[src/rtl/text_overlay_16x2_pkg.sv]
// rtl/text_overlay_16x2_pkg.sv - shared geometry, colours and stage-1 record for the 16x2 text overlay
package text_overlay_16x2_pkg;

    localparam int TXT_COLS = 16;
    localparam int TXT_ROWS = 2;
    localparam int GLYPH_W  = 8;
    localparam int GLYPH_H  = 16;
    localparam int SCALE    = 2;

    localparam int WIN_W = TXT_COLS * GLYPH_W * SCALE;
    localparam int WIN_H = TXT_ROWS * GLYPH_H * SCALE;

    localparam logic [11:0] DEF_FG_RGB     = 12'hFFF;
    localparam logic [11:0] DEF_HILITE_RGB = 12'hFF0;

    typedef struct packed {
        logic [2:0] bit_idx;
        logic       win;
        logic       row;
        logic       von;
    } stage1_t;

endpackage

[src/rtl/text_overlay_16x2_hilite_timer.sv]
// rtl/text_overlay_16x2_hilite_timer.sv - frame-counted highlight after a difficulty change
module hilite_timer #(
    parameter int HILITE_FRAMES = 60
) (
    input  logic clk,
    input  logic reset,
    input  logic frame_start,
    input  logic difficulty,
    output logic hl_active,
    output logic blink
);

    logic       diff_q;
    logic       armed;
    logic [7:0] hl_cnt;

    // armed masks the first post-reset sample so a non-zero difficulty at release is not a change
    always_ff @(posedge clk or posedge reset) begin
        if (reset) begin
            diff_q <= 1'b0;
            armed  <= 1'b0;
            hl_cnt <= 8'd0;
        end else begin
            armed  <= 1'b1;
            diff_q <= difficulty;
            if (armed && (difficulty != diff_q))
                hl_cnt <= 8'(HILITE_FRAMES);
            else if (frame_start && (hl_cnt != 8'd0))
                hl_cnt <= hl_cnt - 8'd1;
        end
    end

    assign hl_active = (hl_cnt != 8'd0);
    assign blink     = hl_cnt[2];

endmodule

[src/rtl/text_overlay_16x2.sv]
// rtl/text_overlay_16x2.sv - two-stage text window pipeline between character ROM and font ROM
module text_overlay_16x2
    import text_overlay_16x2_pkg::*;
#(
    parameter int          X0            = 192,
    parameter int          Y0            = 208,
    parameter logic [11:0] FG_RGB        = DEF_FG_RGB,
    parameter logic [11:0] HILITE_RGB    = DEF_HILITE_RGB,
    parameter int          HILITE_FRAMES = 60
) (
    input  logic        clk,
    input  logic        reset,
    input  logic        pixel_tick,
    input  logic        video_on,
    input  logic [9:0]  pixel_x,
    input  logic [9:0]  pixel_y,
    input  logic        difficulty,
    output logic [7:0]  char_xy,
    input  logic [6:0]  char_code,
    output logic [10:0] font_addr,
    input  logic [7:0]  font_row,
    output logic        text_on,
    output logic [11:0] text_rgb,
    output logic        video_on_d
);

    localparam logic [10:0] X_LO = 11'(X0);
    localparam logic [10:0] X_HI = 11'(X0 + WIN_W);
    localparam logic [10:0] Y_LO = 11'(Y0);
    localparam logic [10:0] Y_HI = 11'(Y0 + WIN_H);

    logic       in_win;
    logic [7:0] rel_x;
    logic [5:0] rel_y;
    logic [3:0] col;
    logic       row;
    logic [3:0] glyph_row;
    logic [2:0] bit_idx;
    stage1_t    s1;
    logic       frame_start;
    logic       hl_active;
    logic       blink;
    logic       lit;

    assign in_win = ({1'b0, pixel_x} >= X_LO) && ({1'b0, pixel_x} < X_HI) &&
                    ({1'b0, pixel_y} >= Y_LO) && ({1'b0, pixel_y} < Y_HI);

    // only the low bits of the offset matter, so subtract on the truncated coordinate
    assign rel_x     = pixel_x[7:0] - 8'(X0);
    assign rel_y     = pixel_y[5:0] - 6'(Y0);
    assign col       = rel_x[7:4];
    assign row       = rel_y[5];
    assign glyph_row = rel_y[4:1];
    assign bit_idx   = rel_x[3:1];

    assign char_xy = in_win ? {3'b000, row, col} : 8'h00;

    always_ff @(posedge clk or posedge reset) begin
        if (reset) begin
            font_addr <= 11'd0;
            s1        <= '0;
        end else if (pixel_tick) begin
            font_addr  <= {char_code, glyph_row};
            s1.bit_idx <= bit_idx;
            s1.win     <= in_win;
            s1.row     <= row;
            s1.von     <= video_on;
        end
    end

    assign lit = s1.win && s1.von && font_row[3'd7 - s1.bit_idx];

    always_ff @(posedge clk or posedge reset) begin
        if (reset) begin
            text_on    <= 1'b0;
            text_rgb   <= 12'h000;
            video_on_d <= 1'b0;
        end else if (pixel_tick) begin
            text_on    <= lit;
            video_on_d <= s1.von;
            if (!lit)
                text_rgb <= 12'h000;
            else if (s1.row && hl_active && blink)
                text_rgb <= HILITE_RGB;
            else
                text_rgb <= FG_RGB;
        end
    end

    assign frame_start = pixel_tick && (pixel_x == 10'd0) && (pixel_y == 10'd0);

    hilite_timer #(
        .HILITE_FRAMES(HILITE_FRAMES)
    ) u_hilite (
        .clk        (clk),
        .reset      (reset),
        .frame_start(frame_start),
        .difficulty (difficulty),
        .hl_active  (hl_active),
        .blink      (blink)
    );

endmodule
[config.mk]
export PLATFORM = sky130hd
export DESIGN_NAME = text_overlay_16x2
export DESIGN_NICKNAME = d
export VERILOG_FILES = /design/src/rtl/text_overlay_16x2_pkg.sv /design/src/rtl/text_overlay_16x2_hilite_timer.sv /design/src/rtl/text_overlay_16x2.sv
export SDC_FILE = /design/constraint.sdc
export NUM_CORES = 1
export LEC_CHECK = 0
export ABC_AREA = 1
export BUFFER_PORTS_ARGS = -buffer_cell sky130_fd_sc_hd__buf_2
export CAP_MARGIN = 0
export CELL_PAD_IN_SITES_DETAIL_PLACEMENT = 1
export CELL_PAD_IN_SITES_GLOBAL_PLACEMENT = 1
export CORE_MARGIN = 1.5
export CORE_UTILIZATION = 34
export DETAILED_ROUTE_END_ITERATION = 7
export GPL_ROUTABILITY_DRIVEN = 0
export PLACE_DENSITY = 0.9
export SYNTH_ARGS = -nofsm -noshare
export SYNTH_HDL_FRONTEND = slang
export SYNTH_SLANG_ARGS = --single-unit
export TNS_END_PERCENT = 10
[constraint.sdc]
create_clock -name clk -period 1.65 [get_ports clk]
set_input_delay 0.2475 -clock clk [delete_from_list [all_inputs] [get_ports clk]]
set_output_delay 0.2475 -clock clk [all_outputs]
set_load 0.1 [all_outputs]
==> impl_metrics.py <==
metrics = {
    "sta": {
        "worstMarginPinSlew_ps": 666,
        "setup_viol": 5,
        "finalMaxSlewViolations": 0,
        "whs_ps": 31.8,
        "finalHoldViolCount": 0,
        "relSlewSlack": 0.555,
        "period_share": 1.03,
        "finalCriticalPeriod_ps": 1700,
        "clock_skew_ps": 4.60,
        "fmax_ghz": 0.587,
        "setup_ws_ps": -54.6,
        "grt_setup_unrepaired": "true",
    },
    "power_and_ir_drop": {
        "p_seq_frac": 0.376,
        "internal-power_mw": 1.37,
        "power.density_cell_area_nw_per_um2": 891,
        "p_comb_frac": 0.351,
        "vdd_drop_max_v": 0.000457,
        "p_clk_frac": 0.273,
        "leakage_nw": 1.49,
        "switching_power_mw": 0.977,
        "swShare": 0.416,
    },
    "global_routing": {
        "busiest_layer": "met2",
        "met2_usage": 0.369,
        "use_met3": 0.0388,
        "grt_use_total": 0.192,
        "first_global_vias": 1968,
        "grt_pass1_wl_mm": 9.06,
        "grt_max_degree": 31,
        "antenna_found_initial": 0,
        "grt_use_met1": 0.209,
        "overflow": 0,
    },
    "yosys": {
        "synth_top_family_by_area": "simple AND/OR/NAND/NOR gates",
        "synth_compound_area_frac": 0.0305,
        "synth-simple-area-share": 0.372,
        "synth_top_area_frac": 0.398,
        "yosysUniqueCellTypes": 25,
        "synth-seq-area-share": 0.398,
        "syn_avg_cell_area_um2": 7.10,
        "synthMuxAreaShare": 0,
        "synth-xor-area-share": 0.00928,
        "synth_fa_ha_area_frac": 0.0398,
        "yosysTopAreaCell": "dfrtp_1",
        "yosysWarnings": 0,
        "synth-seq-cells": 30,
        "synthTopCellsByArea": "dfrtp_1 40%, nand2_1 18%, nand3_1 6.9%, inv_1 6.2%, buf_4 5.6%",
        "syn_inst": 266,
        "synthesis.area_um2": 1890,
    },
    "placement": {
        "dp_hpwl_mm": 4.05,
        "place_ws_ps": -266,
        "port_buffers": 69,
    },
    "cts": {
        "cts.sinks": 30,
        "clk_pin_slew_worst_paths_ps": 70,
        "htreeDepth": 2,
        "clock-root-buffer": "clkbuf_8",
        "clk_latency_ps": 280,
        "max-clock-path-buffers": 2,
        "cts_tree": "done",
        "numCtsBuffers": 5,
    },
    "outcome": {
        "violations": "negative setup slack",
        "status": "finished, violations left",
    },
    "detailed_routing": {
        "drc": 0,
        "detail-route-antenna-nets": 0,
        "dr.pass1.iters": 4,
        "initialDrtViolationCount": 91,
        "num_vias": 1944,
        "routed_wl_mm": 5.74,
        "wire_per_inst_um": 13.9,
        "routed_via_density": 4.70,
    },
    "cells_and_area": {
        "n_antenna_cell": 0,
        "drive_gt1_frac": 0.384,
        "register_area_um2": 751,
        "area_growth_pct": 39.8,
        "multi_input_area_um2": 981,
        "fillerInstances": 690,
        "nets": 389,
    },
    "worst_setup_path": {
        "path_class": "primary input to output port",
        "crit_required_ps": 1400,
        "arrival_ps": 1460,
        "critPathLaunchType": "primary input",
        "cp_max_fo": 5,
        "critPathCaptureType": "output port",
        "reg2regPathDepth": 9,
    },
    "floorplanning": {
        "chipHeight_um": 77.5,
        "num_rows": 26,
        "pin_count": 73,
        "core_um2": 5240,
        "start_util": 0.360,
        "die_area_um2": 6010,
        "die_x_um": 77.5,
    },
    "flow_run": {
        "maxCapViolCount": 0,
    },
    "hold_path": {
        "hold_path.class": "primary input to async pin",
    },
}
[metal layers]
metal  up-vias  share of wire  wire (um)
li1        939              -          -
met1       943           0.39       2220
met2        54           0.56       3200
met3         8          0.044        253
met4         0          0.012         71
met5         -              0          0
[cells by family after synthesis]
group,count (synthesis)
flops,30
buf+inv,57
fa+ha+maj,6
other cells,2
xor+xnor,2
compound gates,11
simple gates,158
[cell type report]
class | count | area share
Clock buffer | 7 | 0.0327
Timing Repair Buffer | 87 | 0.220
Multi-Input combinational cell | 181 | 0.372
Sequential cell | 30 | 0.284
Clock inverter | 1 | 0.00190
Tap cell | 70 | 0.0332
Inverter | 38 | 0.0560
[state kept, by name, summed over array words and instances (netlist names)]
register	cells
s1	6
u_hilite.armed	1
font_addr	11
u_hilite.hl_cnt	8
text_rgb	2
video_on_d	1
u_hilite.diff_q	1
[worst max-delay path: stages]
cell and delay (ps):
buf_6 100, inv_4 50, ha_4 150, nand2_4 50, nor2_4 110, nor2_2 70, nor3_4 180, nand2_4 160
nor2_4 150, buf_12 180
[power groups by stage]
stage,logic [mW],clock network (mW),registers (mW)
finish,0.826,0.642,0.883
global route,0.895,0.673,0.893
CTS,0.808,0.647,0.884
detailed placement,0.780,0,0.895
global placement,0.749,0,0.889
floorplan,0.403,0,1.08
[per-stage QoR]
step	instance area (um^2)	TNS [ps]	power [mW]	instances	util
after CTS	2550	-740	2.34	411	0.487
final	2640	-205	2.35	414	0.504
after floorplan	1940	-1020	1.48	268	-
after global routing	2640	-692	2.46	414	0.504
after detailed placement	2380	-1280	1.68	397	0.454
after global placement	2380	-851	1.64	397	0.454
[cells in the mapped netlist, drive strengths merged]
cell and n:
nand3b 2, conb 2, buf 18, nand4 1
xnor2 1, nand3 26, clkinv 1, xor2 1
nor2 28, inv 37, a21oi 1, ha 6
o21a 1, o21ai 9, nor3 1, clkbuf 1
nand2 100, dfrtp 30
[placed cells by master (no fill, tap or decap), types with 2 or more instances in the layout]
master and n:
buf_12 5, nand2_4 5, nand2_2 5, nand3_2 2, dfrtp_1 30, nand2_1 90
o21ai_0 9, nor2_4 9, nand3_1 24, inv_1 29, buf_2 60, clkbuf_8 6
buf_6 4, nor2_1 13, buf_4 18, nand3b_1 2, conb_1 4, ha_4 2
nor2_2 6, inv_2 6, inv_4 2, ha_1 4
[worst paths after layout]
kind	slack [ps]	start	end
min in group clk	90	difficulty	u_hilite.diff_q
worst max-delay path	-50	pixel_y[4]	char_xy[3]
worst min register to register	480	font_addr[4]	font_addr[4]
worst max register to register	220	u_hilite.hl_cnt[0]	u_hilite.hl_cnt[2]
worst min-delay path	30	reset	u_hilite.hl_cnt[4]
max in group asynchronous	1320	reset	font_addr[9]
[what timing repair did]
| action | in CTS | in global routing |
|---|---|---|
| endpoints found under the setup margin | 5 | 5 |
| pin swaps | 8 | 8 |
| resized for setup | 10 | 16 |
| cloned | 0 | 0 |
| setup buffers | 6 | 3 |
| hold buffers | 0 | 0 |
(Power assumes the default switching activity.)
